[src/rtl/control_unit.sv]
// Multicycle control FSM for the 64-bit RISC-V datapath.
// Drives every load, write, mux-select and ULA-select of the PC, IR, register bank, A/B, ALUOut, MDR and memory.
//
// state     | meaning
// ----------+---------------------------------------------
// FETCH0    | memory read at PC
// FETCH1    | load instruction register
// DECODE    | branch target into ALUOut, dispatch on opcode
// EXEC_R    | A op B into ALUOut (add/sub)
// EXEC_I    | A + imm into ALUOut
// MEM_ADDR  | A + imm into ALUOut (effective address)
// LOAD_WAIT | memory read at ALUOut
// LOAD_MDR  | capture read data in MDR
// LOAD_WB   | MDR into register bank
// STORE     | memory write at ALUOut
// BRANCH    | compare A/B, load PC from ALUOut if taken
// WB_ALU    | ALUOut into register bank
// LUI_WB    | U-immediate into register bank
// PC_INC    | PC <= PC + 4
// HALT      | unsupported instruction, sticky until reset
module control_unit (
  input  logic       clock,
  input  logic       reset,
  input  logic [6:0] opcode,
  input  logic [2:0] funct3,
  input  logic       funct7_5,
  input  logic       igual,
  output logic       pc_write,
  output logic       pc_src,
  output logic       ir_load,
  output logic       reg_write,
  output logic [1:0] wb_sel,
  output logic       mem_wr,
  output logic       mem_addr_sel,
  output logic       mdr_load,
  output logic       alu_out_load,
  output logic [2:0] mux_a_sel,
  output logic [2:0] mux_b_sel,
  output logic [2:0] ula_sel,
  output logic       illegal,
  output logic [3:0] state
);

  typedef enum logic [3:0] {
    S_FETCH0    = 4'd0,
    S_FETCH1    = 4'd1,
    S_DECODE    = 4'd2,
    S_EXEC_R    = 4'd3,
    S_EXEC_I    = 4'd4,
    S_MEM_ADDR  = 4'd5,
    S_LOAD_WAIT = 4'd6,
    S_LOAD_MDR  = 4'd7,
    S_LOAD_WB   = 4'd8,
    S_STORE     = 4'd9,
    S_BRANCH    = 4'd10,
    S_WB_ALU    = 4'd11,
    S_LUI_WB    = 4'd12,
    S_PC_INC    = 4'd13,
    S_HALT      = 4'd15
  } state_t;

  localparam logic [6:0] OP_R      = 7'b0110011;
  localparam logic [6:0] OP_ADDI   = 7'b0010011;
  localparam logic [6:0] OP_LD     = 7'b0000011;
  localparam logic [6:0] OP_SD     = 7'b0100011;
  localparam logic [6:0] OP_BRANCH = 7'b1100011;
  localparam logic [6:0] OP_LUI    = 7'b0110111;

  localparam logic [2:0] ULA_ADD = 3'd1;
  localparam logic [2:0] ULA_SUB = 3'd2;

  state_t r_state;
  state_t w_next;
  logic   w_taken;
  logic   w_branch_ok;

  assign w_taken     = ((funct3 == 3'b000) && igual) || ((funct3 == 3'b001) && !igual);
  assign w_branch_ok = (funct3 == 3'b000) || (funct3 == 3'b001);
  assign state       = r_state;

  always_ff @(posedge clock or posedge reset) begin
    if (reset) r_state <= S_FETCH0;
    else       r_state <= w_next;
  end

  // FETCH0 drives nothing, so the async reset to FETCH0 also clears every output at once.
  always_comb begin
    w_next       = r_state;
    pc_write     = 1'b0;
    pc_src       = 1'b0;
    ir_load      = 1'b0;
    reg_write    = 1'b0;
    wb_sel       = 2'd0;
    mem_wr       = 1'b0;
    mem_addr_sel = 1'b0;
    mdr_load     = 1'b0;
    alu_out_load = 1'b0;
    mux_a_sel    = 3'd0;
    mux_b_sel    = 3'd0;
    ula_sel      = 3'd0;
    illegal      = 1'b0;

    unique case (r_state)
      S_FETCH0: w_next = S_FETCH1;
      S_FETCH1: begin
        ir_load = 1'b1;
        w_next  = S_DECODE;
      end
      S_DECODE: begin
        mux_b_sel    = 3'd3;
        ula_sel      = ULA_ADD;
        alu_out_load = 1'b1;
        case (opcode)
          OP_R:         w_next = S_EXEC_R;
          OP_ADDI:      w_next = S_EXEC_I;
          OP_LD, OP_SD: w_next = S_MEM_ADDR;
          OP_BRANCH:    w_next = w_branch_ok ? S_BRANCH : S_HALT;
          OP_LUI:       w_next = S_LUI_WB;
          default:      w_next = S_HALT;
        endcase
      end
      S_EXEC_R: begin
        mux_a_sel    = 3'd1;
        ula_sel      = funct7_5 ? ULA_SUB : ULA_ADD;
        alu_out_load = 1'b1;
        w_next       = S_WB_ALU;
      end
      S_EXEC_I: begin
        mux_a_sel    = 3'd1;
        mux_b_sel    = 3'd2;
        ula_sel      = ULA_ADD;
        alu_out_load = 1'b1;
        w_next       = S_WB_ALU;
      end
      S_MEM_ADDR: begin
        mux_a_sel    = 3'd1;
        mux_b_sel    = 3'd2;
        ula_sel      = ULA_ADD;
        alu_out_load = 1'b1;
        w_next       = (opcode == OP_LD) ? S_LOAD_WAIT : S_STORE;
      end
      S_LOAD_WAIT: begin
        mem_addr_sel = 1'b1;
        w_next       = S_LOAD_MDR;
      end
      S_LOAD_MDR: begin
        mem_addr_sel = 1'b1;
        mdr_load     = 1'b1;
        w_next       = S_LOAD_WB;
      end
      S_LOAD_WB: begin
        reg_write = 1'b1;
        wb_sel    = 2'd1;
        w_next    = S_PC_INC;
      end
      S_STORE: begin
        mem_addr_sel = 1'b1;
        mem_wr       = 1'b1;
        w_next       = S_PC_INC;
      end
      // pc_write follows igual combinationally here; every other output is state-decoded.
      S_BRANCH: begin
        mux_a_sel = 3'd1;
        ula_sel   = ULA_SUB;
        pc_src    = 1'b1;
        pc_write  = w_taken;
        w_next    = w_taken ? S_FETCH0 : S_PC_INC;
      end
      S_WB_ALU: begin
        reg_write = 1'b1;
        w_next    = S_PC_INC;
      end
      S_LUI_WB: begin
        reg_write = 1'b1;
        wb_sel    = 2'd2;
        w_next    = S_PC_INC;
      end
      S_PC_INC: begin
        mux_b_sel = 3'd1;
        ula_sel   = ULA_ADD;
        pc_write  = 1'b1;
        w_next    = S_FETCH0;
      end
      S_HALT: begin
        illegal = 1'b1;
        w_next  = S_HALT;
      end
      default: w_next = S_HALT;
    endcase
  end

endmodule

[config.mk]
export PLATFORM = sky130hd
export DESIGN_NAME = control_unit
export DESIGN_NICKNAME = d
export VERILOG_FILES = /design/src/rtl/control_unit.sv
export SDC_FILE = /design/constraint.sdc
export NUM_CORES = 1
export LEC_CHECK = 0
export CAP_MARGIN = 20
export CELL_PAD_IN_SITES_DETAIL_PLACEMENT = 1
export CELL_PAD_IN_SITES_GLOBAL_PLACEMENT = 2
export CORE_ASPECT_RATIO = 1.25
export CORE_MARGIN = 2
export CORE_UTILIZATION = 16
export CTS_CLUSTER_DIAMETER = 80
export CTS_CLUSTER_SIZE = 28
export DETAILED_ROUTE_END_ITERATION = 8
export PLACE_DENSITY = 0.85
export SLEW_MARGIN = 20
export SYNTH_ARGS = -nofsm -noshare
export SYNTH_HDL_FRONTEND = slang
export SYNTH_SLANG_ARGS = --single-unit
[constraint.sdc]
create_clock -name clock -period 1.42 [get_ports clock]
set_input_delay 0.213 -clock clock [delete_from_list [all_inputs] [get_ports clock]]
set_output_delay 0.213 -clock clock [all_outputs]
set_load 0.005 [all_outputs]
## Word-level counts from Yosys, hierarchy flattened

Index checks and enable logic that the tools add are counted.

| word-level totals | value |
|---|---|
| flip-flop bits (word level) | 4 |
| input bits | 14 |
| output and inout port bits | 24 |
| word-level logic and storage cells | 57 |

| cells by class | value |
|---|---|
| equality and inequality tests | 21 |
| multiplexer cells | 19 |
| reduce and logical (&&, ||, !) cells | 16 |

Operators with widths:

| cell | count |
|---|---|
| $pmux W4 S10 | 1 |
| $eq A4 B4 Y1 const B | 7 |
| $eq A7 B6 Y1 const B | 3 |
| $pmux W4 S5 | 1 |
| $eq A4 B3 Y1 const B | 4 |
| $reduce_or A4 Y1 | 4 |
| $pmux W2 S3 | 2 |
| $mux W1 | 9 |
| $eq A4 B2 Y1 const B | 2 |
| $mux W4 | 2 |
| $eq A7 B2 Y1 const B | 1 |
| $eq A7 B5 Y1 const B | 1 |
| $eq A7 B7 Y1 const B | 1 |
| $reduce_or A2 Y1 | 3 |
| $reduce_or A3 Y1 | 2 |
| $eq A4 B1 Y1 const B | 1 |
| $logic_not A4 Y1 | 1 |
| $pmux W2 S2 | 1 |
| $eq A3 B1 Y1 const B | 1 |
| $logic_not A3 Y1 | 1 |
| $mux W3 | 1 |
| $logic_and A1 B1 Y1 | 2 |
| $logic_or A1 B1 Y1 | 2 |
| $mux W2 | 1 |
| 2 further kinds | 2 |

## Depth between registers and ports, before layout

Gate-level depths: netlist of run 1.

| logic depth | value |
|---|---|
| depth in word-level cells | 5 |
| gate-level depth with buffers | 5 |
| mapped depth without buffers | 4 |

## Worst setup path before layout of run 1

Ideal clock, no wire load.

| timing | value |
|---|---|
| kind | flip-flop to output port |
| from | register r_state[0] (netlist: state[0]) |
| to | output pc_write |
| data arrival time | 1.210 ns |
| data required time | 1.207 ns |
| path slack | -0.003 ns |
| stages on the path, launching flop included | 5 |
| path buffers | 1 |
| cell sequence | dfrtp_1 buf_2 or3b_4 nand3b_4 a21boi_2 |

| between the ends | value |
|---|---|
| word-level cells in the longest chain between the ends | 2 |
| elaborated cells between the ends (all ways) | 3 |
| those cells by class | eq/ne: 2; mux: 1 |

RTL lines:

| what | RTL line | source |
|---|---|---|
| from (decl) | 72 | `state_t r_state;` |
| from (signal assigned) | 83 | `else r_state <= w_next;` |
| $eq A4 B4 Y1 | 103 | `unique case (r_state)` |
| $pmux W1 S2 * | 103 |  |
| to (decl) | 28 | `output logic pc_write,` |

Mark *: on every way between the ends. The rest lies on a longest branch, timed or not.

## Worst setup path after layout of run 1

| timing | value |
|---|---|
| from | register r_state[2] (netlist: state[2]) |
| to | output pc_write |

The elaborated chain is that of the path after synthesis.

==> results.yml, run 1 <==
outcome:
  status: "finished with violations"
  violations: "setup timing"
worst_setup_path:
  timing.rr.start: "state[1]"
  crit_path_start: "state[2]"
  critPathMaxFanout: 2
  critPathCaptureType: "primary output"
  endpoint: "pc_write"
  rr_worst_depth: 7
  criticalPathCategory: "flip-flop to primary output"
  required_ps: 1210
  cp.arrival_ps: 1460
  max_stage_delay_ps: 430
  r2r-end: "state[0]"
  startpoint_type: "flip-flop"
  path_cells: "or3b_4, nand3b_4, a21boi_2, buf_2"
  crit_slowest_cell: "or3b_4"
  reg2reg_slack_ps: -100
timing:
  fmax_mhz: 599
  fin_ws_ps: -249
  setup_tns_ps: -1530
  fin_crit_sh_pct: 118
  final.min_clock_period_ps: 1670
  setup_viol: 15
  finClkSkew_ps: 1.59
  rsz0062_at_grt: "yes"
  timing.hold.ws_ps: 189
  hold_violations: 0
  maxSlewViolCount: 0
power_and_ir_drop:
  p_per_area_mw_per_mm2: 2230
  ir_drop_v: 0.00119
  leakagePower_nw: 0.784
final_layout:
  area_growth_pct: 174
  layout-drive-gt1-share_pct: 67.3
  antennaDiodeCount: 0
  largest_reg_flops: 4
  nNetsFinal: 178
  final.fill_count: 401
route:
  num_vias: 942
  wl_um: 3340
  avgViaCountPerCell: 4.69
  post_drt_wl_per_cell_um: 16.6
  first_pass_iters: 4
  drcViolationCount: 0
  drt_iter0_drc: 20
  ant_nets: 0
place:
  dp_hpwl_um: 1930
  portBuffers: 33
  place_congestion: 0.801
yosys:
  yosys_register_bits: 4
  synth.avg_cell_area_sq_um: 7.12
  yosys.cell_types.count: 38
  yosys-top-cells-area: "dfrtp_1 (17%), nand2b_1 (6.4%), a21oi_1 (5.1%), buf_4 (5.1%), nand2_1 (5.1%)"
  synth_edf_count: 0
  synth_flop_cell: "dfrtp_1"
  synth_top_area_share_pct: 16.9
  synthArstFlopShare_pct: 100
  syn_area_sq_um: 591
  ys_warn_count: 0
  synth_seq_area_share_pct: 16.9
  syn_inst: 83
  yosysTopAreaCell: "dfrtp_1"
  synthTopCellsByCount: "nand2_1 (8), nor2_1 (8), a21oi_1 (6), nand2b_1 (6)"
job:
  max_cap_viol_count: 0
clocking:
  clock_path_buffers: 2
  cts_made_buffers: 3
  insertion_delay_ps: 210
  cts_root_buf: "clkbuf_8"
  cts_tree: "yes"
  htreeDepth: 1
  cts.sinks: 4
  path_clk_slew_ps: 30
floorplanning:
  io_pins: 38
  rows: 24
  fp.dieW_um: 58.3
  initial_core_util_pct: 16.8
  fp.coreArea_sq_mm: 0.00351
  die_y_um: 71.9
  dieArea_sq_mm: 0.00420
min_path:
  hp-class: "input port to asynchronous set/reset pin"
global_routing:
  antenna_found_initial: 0
  overflow: 0
  grt_pass1_vias: 1067
  grt_max_degree: 9
  grt_usage_pct: 15.9
  grt_pass1_wl_um: 5120
==> how the worst min path moves through the flow <==
stage,from,to,slack [ps],cells after the start
after floorplan,reset,state[0],-20,1
after global placement,reset,state[2],410,2
after detailed placement,reset,state[3],420,2
after CTS,reset,state[2],190,2
after global routing,reset,state[2],220,2
final,reset,state[2],190,2
==> cell families after synthesis <==
family / after synthesis / synth area share (%)
flops: 4 / 16.9
xor+xnor: 4 / 5.93
simple gates: 39 / 37.7
buf+inv: 11 / 10.4
compound gates: 24 / 28.4
other cells: 1 / 0.635
==> through the flow <==
step,cell area (sq um),util [%],setup WS (ps),power (mW),cells
final,1620,46.1,-249,3.62,201
after global routing,1620,46.1,-284,3.83,201
after CTS,1440,40.9,-245,3.00,197
after detailed placement,1090,31.1,-553,1.98,171
after global placement,1090,31.1,-495,1.92,171
after floorplan,602,-,11.7,1.00,86
==> critical path, delay by kind of cell (launching register included) <==
| kind | cells | cell delay (ps) |
|---|---|---|
| flops | 1 | 390 |
| buf+inv | 1 | 130 |
| simple gates | 2 | 590 |
| compound gates | 1 | 140 |
==> where the power goes <==
group	total, mW	switching, mW	internal (mW)
sequential	0.230	0.0537	0.176
combinational	3.16	1.44	1.71
clock	0.234	0.0535	0.180
==> per-layer routing <==
| metal | GRT usage, % | vias to the layer above | share of wire, % |
|---|---|---|---|
| met5 | 0 | - | 0 |
| met4 | 5.94 | 0 | 2.5 |
| met3 | 2.32 | 8 | 4.8 |
| met2 | 32.7 | 35 | 60 |
| met1 | 15.0 | 451 | 32 |
| li1 | - | 448 | - |
==> placed cells by master (no fill, tap or decap), types with 3 or more instances in the layout <==
cell type / n
nand2b_1: 3
nand2_8: 3
clkdlybuf4s50_1: 7
conb_1: 4
buf_4: 28
buf_2: 16
clkbuf_8: 3
a21oi_2: 5
dfrtp_1: 3
nor3_4: 3
buf_6: 18
dlymetal6s2s_1: 4
o22ai_2: 3
dlygate4sd2_1: 6
nand2b_4: 3
nor2_1: 4
==> cell type report <==
| class | count | area [sq um] | share of cell area [%] |
|---|---|---|---|
| repair buffers | 82 | 716 | 44.2 |
| multi-input cells | 71 | 693 | 42.8 |
| flip-flops and latches | 4 | 101 | 6.25 |
| clock buffers | 3 | 41.3 | 2.55 |
| well taps | 39 | 48.8 | 3.01 |
| inverters | 2 | 20.0 | 1.24 |
==> repair_timing <==
action | CTS | global route
cloned | 0 | 0
setup buffers | 24 | 6
pin swaps | 16 | 13
setup endpoints to repair | 23 | 19
resized for setup | 126 | 32
hold endpoints to repair | 0 | 0
hold buffers | 0 | 0
Note: power is estimated with default switching activity, not from simulation.
==> run 2, diff against run 1 <==
--- a/config.mk
+++ b/config.mk
@@ -9,7 +9,7 @@
 export CELL_PAD_IN_SITES_DETAIL_PLACEMENT = 1
 export CELL_PAD_IN_SITES_GLOBAL_PLACEMENT = 2
 export CORE_ASPECT_RATIO = 1.25
-export CORE_MARGIN = 2
+export CORE_MARGIN = 10
 export CORE_UTILIZATION = 16
 export CTS_CLUSTER_DIAMETER = 80
 export CTS_CLUSTER_SIZE = 28
==> run 2 against run 1 <==
The run still ends with setup timing left. Clock-buffer cell count stayed put. First-iteration DRC count is 35% higher. Sequential cell count stayed put. Global-route usage is 5.6 points lower. Via count is 0.96% higher. Critical endpoint unchanged.
==> results.yml, run 2 (same netlist as run 1, synthesis figures left out) <==
outcome:
  status: "finished with violations"
  violations: "setup timing"
route:
  post_drt_wl_per_cell_um: 17.1
  wl_um: 3500
  drcViolationCount: 0
  drt_iter0_drc: 27
  num_vias: 951
  first_pass_iters: 3
  avgViaCountPerCell: 4.66
  ant_nets: 0
place:
  dp_hpwl_um: 2080
  placed_area_sq_mm: 0.00109
  portBuffers: 33
  place_congestion: 0.765
  dp_slack_ps: -535
clocking:
  cts_root_buf: "clkbuf_8"
  htreeDepth: 1
  path_clk_slew_ps: 30
  clock_path_buffers: 2
  cts.sinks: 4
  cts_tree: "yes"
  cts_made_buffers: 3
  insertion_delay_ps: 220
timing:
  setup_viol: 16
  fin_crit_sh_pct: 120
  timing.hold.ws_ps: 188
  finClkSkew_ps: 3.35
  fmax_mhz: 588
  final.min_clock_period_ps: 1700
  maxSlewViolCount: 0
  fin_ws_ps: -281
  hold_violations: 0
  rsz0062_at_grt: "yes"
final_layout:
  final_cell_mix: "buf_4 (30), buf_6 (21), buf_2 (15)"
  antennaDiodeCount: 0
  final_area_sq_mm: 0.00161
  nNetsFinal: 181
  area_growth_pct: 172
  mostFrequentLayoutCell: "buf_4"
  layout-drive-gt1-share_pct: 70.3
  final.fill_count: 425
  utilization_pct: 45.7
  largest_reg_flops: 4
global_routing:
  overflow: 0
  grt_pass1_wl_um: 5270
  grt_max_degree: 8
  grt_pass1_vias: 1081
  grt_usage_pct: 10.2
  antenna_found_initial: 0
job:
  max_cap_viol_count: 0
worst_setup_path:
  required_ps: 1210
  path_cells: "or3b_4, nand3b_4, a21boi_2, buf_2"
  timing.rr.start: "state[3]"
  crit_path_start: "state[2]"
  r2r-end: "state[0]"
  cpLargestDelayFamily: "simple AND/OR/NAND/NOR gates"
  max_stage_delay_ps: 430
  startpoint_type: "flip-flop"
  reg2reg_slack_ps: -160
  cp.arrival_ps: 1490
  crit_slowest_cell: "or3b_4"
  critPathMaxFanout: 3
  critPathCaptureType: "primary output"
  criticalPathCategory: "flip-flop to primary output"
  rr_worst_depth: 6
  critical_path_buf_inv_count: 1
floorplanning:
  fp.dieW_um: 74.3
  dieArea_sq_mm: 0.00654
  rows: 24
  die_y_um: 87.9
  io_pins: 38
  initial_core_util_pct: 16.8
  fp.coreArea_sq_mm: 0.00351
min_path:
  hp-class: "input port to asynchronous set/reset pin"
power_and_ir_drop:
  ir_drop_v: 0.00118
  p_per_area_mw_per_mm2: 2140
  leakagePower_nw: 0.782
## run 2: timing repair
item	in CTS	in global routing
endpoints found under the hold margin	0	0
buffers inserted	22	10
gates resized for setup	128	32
pin swaps	16	16
hold buffers	0	0
endpoints found under the setup margin	23	20
## run 2: power by group
part	switching [mW]	total, mW	leakage [nW]	internal [mW]
Combinational	1.34	2.96	0.715	1.61
Sequential	0.0594	0.236	0.0450	0.176
Clock	0.0606	0.241	0.0216	0.181
Total	1.46	3.44	0.782	1.97
## run 2: metrics by stage
| step | instances | TNS, ps | power, mW |
|---|---|---|---|
| finish | 204 | -1800 | 3.44 |
| floorplan | 86 | 0 | 1.00 |
| global route | 204 | -2830 | 3.68 |
| CTS | 196 | -1500 | 2.93 |
| detailed placement | 171 | -5800 | 1.95 |
| global placement | 171 | -5360 | 1.91 |
## run 2: area by class of cell
type	count	area, sq um	share of cell area [%]
Tap cell	39	48.8	3.04
Sequential cell	4	101	6.31
Inverter	2	10.0	0.624
Clock buffer	3	41.3	2.57
Multi-Input combinational cell	71	674	42.0
Timing Repair Buffer	85	729	45.4
## run 2: worst max-delay path by stage
stage               cells after the start       end
floorplan                               4  pc_write
global placement                        5  pc_write
detailed placement                      5  pc_write
CTS                                     4  pc_write
global route                            4  pc_write
finish                                  4  pc_write
## run 2: metal layers
metal	part of all wire, %	global-route usage [%]	vias to the layer above
li1	-	-	456
met1	35	9.27	465
met2	58	19.7	26
met3	6.1	3.28	4
met4	1.2	4.83	0
met5	0	0	-
==> run 3, diff against run 2 <==
--- a/config.mk
+++ b/config.mk
@@ -15,6 +15,7 @@
 export CTS_CLUSTER_SIZE = 28
 export DETAILED_ROUTE_END_ITERATION = 8
 export PLACE_DENSITY = 0.85
+export SKIP_LAST_GASP = 1
 export SLEW_MARGIN = 20
 export SYNTH_ARGS = -nofsm -noshare
 export SYNTH_HDL_FRONTEND = slang
==> run 3 against run 2 <==
The run still ends with setup timing left. Worst setup slack better by 41 ps. Die area did not move. Clock-buffer cell count stayed put. Sequential cell count stayed put. Via count is 1.1% lower. Global-route usage shrank 0.36 points. Wire length decreased by 5.9%. Sequential share of layout area is 0.20 points higher. Core utilization fell by 1.4 points. Clock skew increased by 2.8 ps. Critical path depth stayed put. Clock power about the same. Critical endpoint unchanged.
==> results.yml, run 3 (same netlist as run 1, synthesis figures left out) <==
timing:
  finClkSkew_ps: 6.19
  fin_crit_sh_pct: 117
  fin_ws_ps: -241
  setup_viol: 16
  maxSlewViolCount: 0
  timing.hold.ws_ps: 185
  hold_violations: 0
  fmax_mhz: 602
  final.min_clock_period_ps: 1660
  rsz0062_at_grt: "yes"
route:
  drcViolationCount: 0
  avgViaCountPerCell: 4.68
  ant_nets: 0
  drt_iter0_drc: 29
  num_vias: 941
  wl_um: 3290
  post_drt_wl_per_cell_um: 16.4
  first_pass_iters: 4
clocking:
  clock_path_buffers: 2
  hold_buffers: 0
  cts_root_buf: "clkbuf_8"
  cts_tree: "yes"
  htreeDepth: 1
  cts_made_buffers: 3
  insertion_delay_ps: 220
  cts.sinks: 4
  path_clk_slew_ps: 30
floorplanning:
  initial_core_util_pct: 16.8
  fp.coreArea_sq_mm: 0.00351
  rows: 24
  io_pins: 38
  die_y_um: 87.9
  dieArea_sq_mm: 0.00654
  fp.dieW_um: 74.3
outcome:
  status: "finished with violations"
  violations: "setup timing"
global_routing:
  grt_pass1_wl_um: 5090
  overflow: 0
  grt_usage_pct: 9.89
  grt_pass1_vias: 1055
  grt_max_degree: 8
  antenna_found_initial: 0
power_and_ir_drop:
  p_total_mw: 3.26
  leakagePower_nw: 0.758
  ir_drop_v: 0.00110
  p_per_area_mw_per_mm2: 2100
final_layout:
  utilization_pct: 44.3
  antennaDiodeCount: 0
  layout-drive-gt1-share_pct: 68.5
  final_cell_mix: "buf_4 (31), buf_6 (16), buf_2 (15)"
  area_growth_pct: 164
  multi_input_area_sq_um: 666
  largest_reg_flops: 4
  nNetsFinal: 178
  mostFrequentLayoutCell: "buf_4"
  seqCellArea_sq_um: 101
  final.fill_count: 427
worst_setup_path:
  cp.arrival_ps: 1450
  startpoint_type: "flip-flop"
  endpoint: "pc_write"
  reg2reg_slack_ps: -130
  rr_worst_depth: 7
  timing.rr.start: "state[0]"
  critPathMaxFanout: 3
  criticalPathCategory: "flip-flop to primary output"
  crit_path_start: "state[2]"
  critPathCaptureType: "primary output"
  r2r-end: "state[0]"
  required_ps: 1210
job:
  max_cap_viol_count: 0
place:
  portBuffers: 33
  dp_hpwl_um: 2080
  place_congestion: 0.765
min_path:
  hp-class: "input port to asynchronous set/reset pin"
run 3: cell count changes in the layout (fill, tap and decap cells not counted), sizes merged:
cell / delta
dlygate4sd2: +1
buf: -4
run 3: final cells by class:
cell class | count | area share [%]
timing repair buffer | 82 | 44.3
multi-input combinational | 71 | 42.8
inverter | 2 | 0.643
tap | 39 | 3.14
clock buffer | 3 | 2.65
sequential | 4 | 6.51
run 3: repair_timing:
action | CTS | global route
setup endpoints to repair | 23 | 20
pin swaps | 15 | 15
cloned | 0 | 0
resized for setup | 119 | 33
hold endpoints to repair | 0 | 0
setup buffers | 22 | 7
run 3: worst min-delay path by stage:
stage | startpoint | slack (ps) | to
floorplan | reset | -20 | state[0]
global placement | reset | 410 | state[3]
detailed placement | reset | 420 | state[2]
CTS | reset | 190 | state[1]
global route | reset | 210 | state[1]
finish | reset | 180 | state[1]
run 3: metrics by stage:
stage	worst slack (ps)	instance area, sq um	setup TNS (ps)	instances
2_1_floorplan	11.7	602	0	86
3_3_place_gp	-502	1090	-5360	171
3_5_place_dp	-535	1090	-5800	171
4_1_cts	-275	1420	-1700	196
5_1_grt	-288	1560	-2940	201
6_report	-241	1560	-1810	201
run 3: routing by layer:
metal	track usage [%]	vias to the layer above	part of all wire, %
met2	19.4	32	58
met4	4.00	0	1.3
li1	-	452	-
met5	0	-	0
met1	8.89	453	34
met3	3.17	4	6.5
run 3: worst max-delay path, stage by stage, from the launching register on:
cell      delay [ps]
dfrtp_1          370
or3b_4           430
nand3b_4         160
a21boi_2         140
buf_2            130
run 3: power breakdown:
group	internal, mW	switching, mW	total (mW)
logic	1.51	1.29	2.80
clock network	0.181	0.0593	0.240
registers	0.176	0.0492	0.225
total	1.87	1.39	3.26
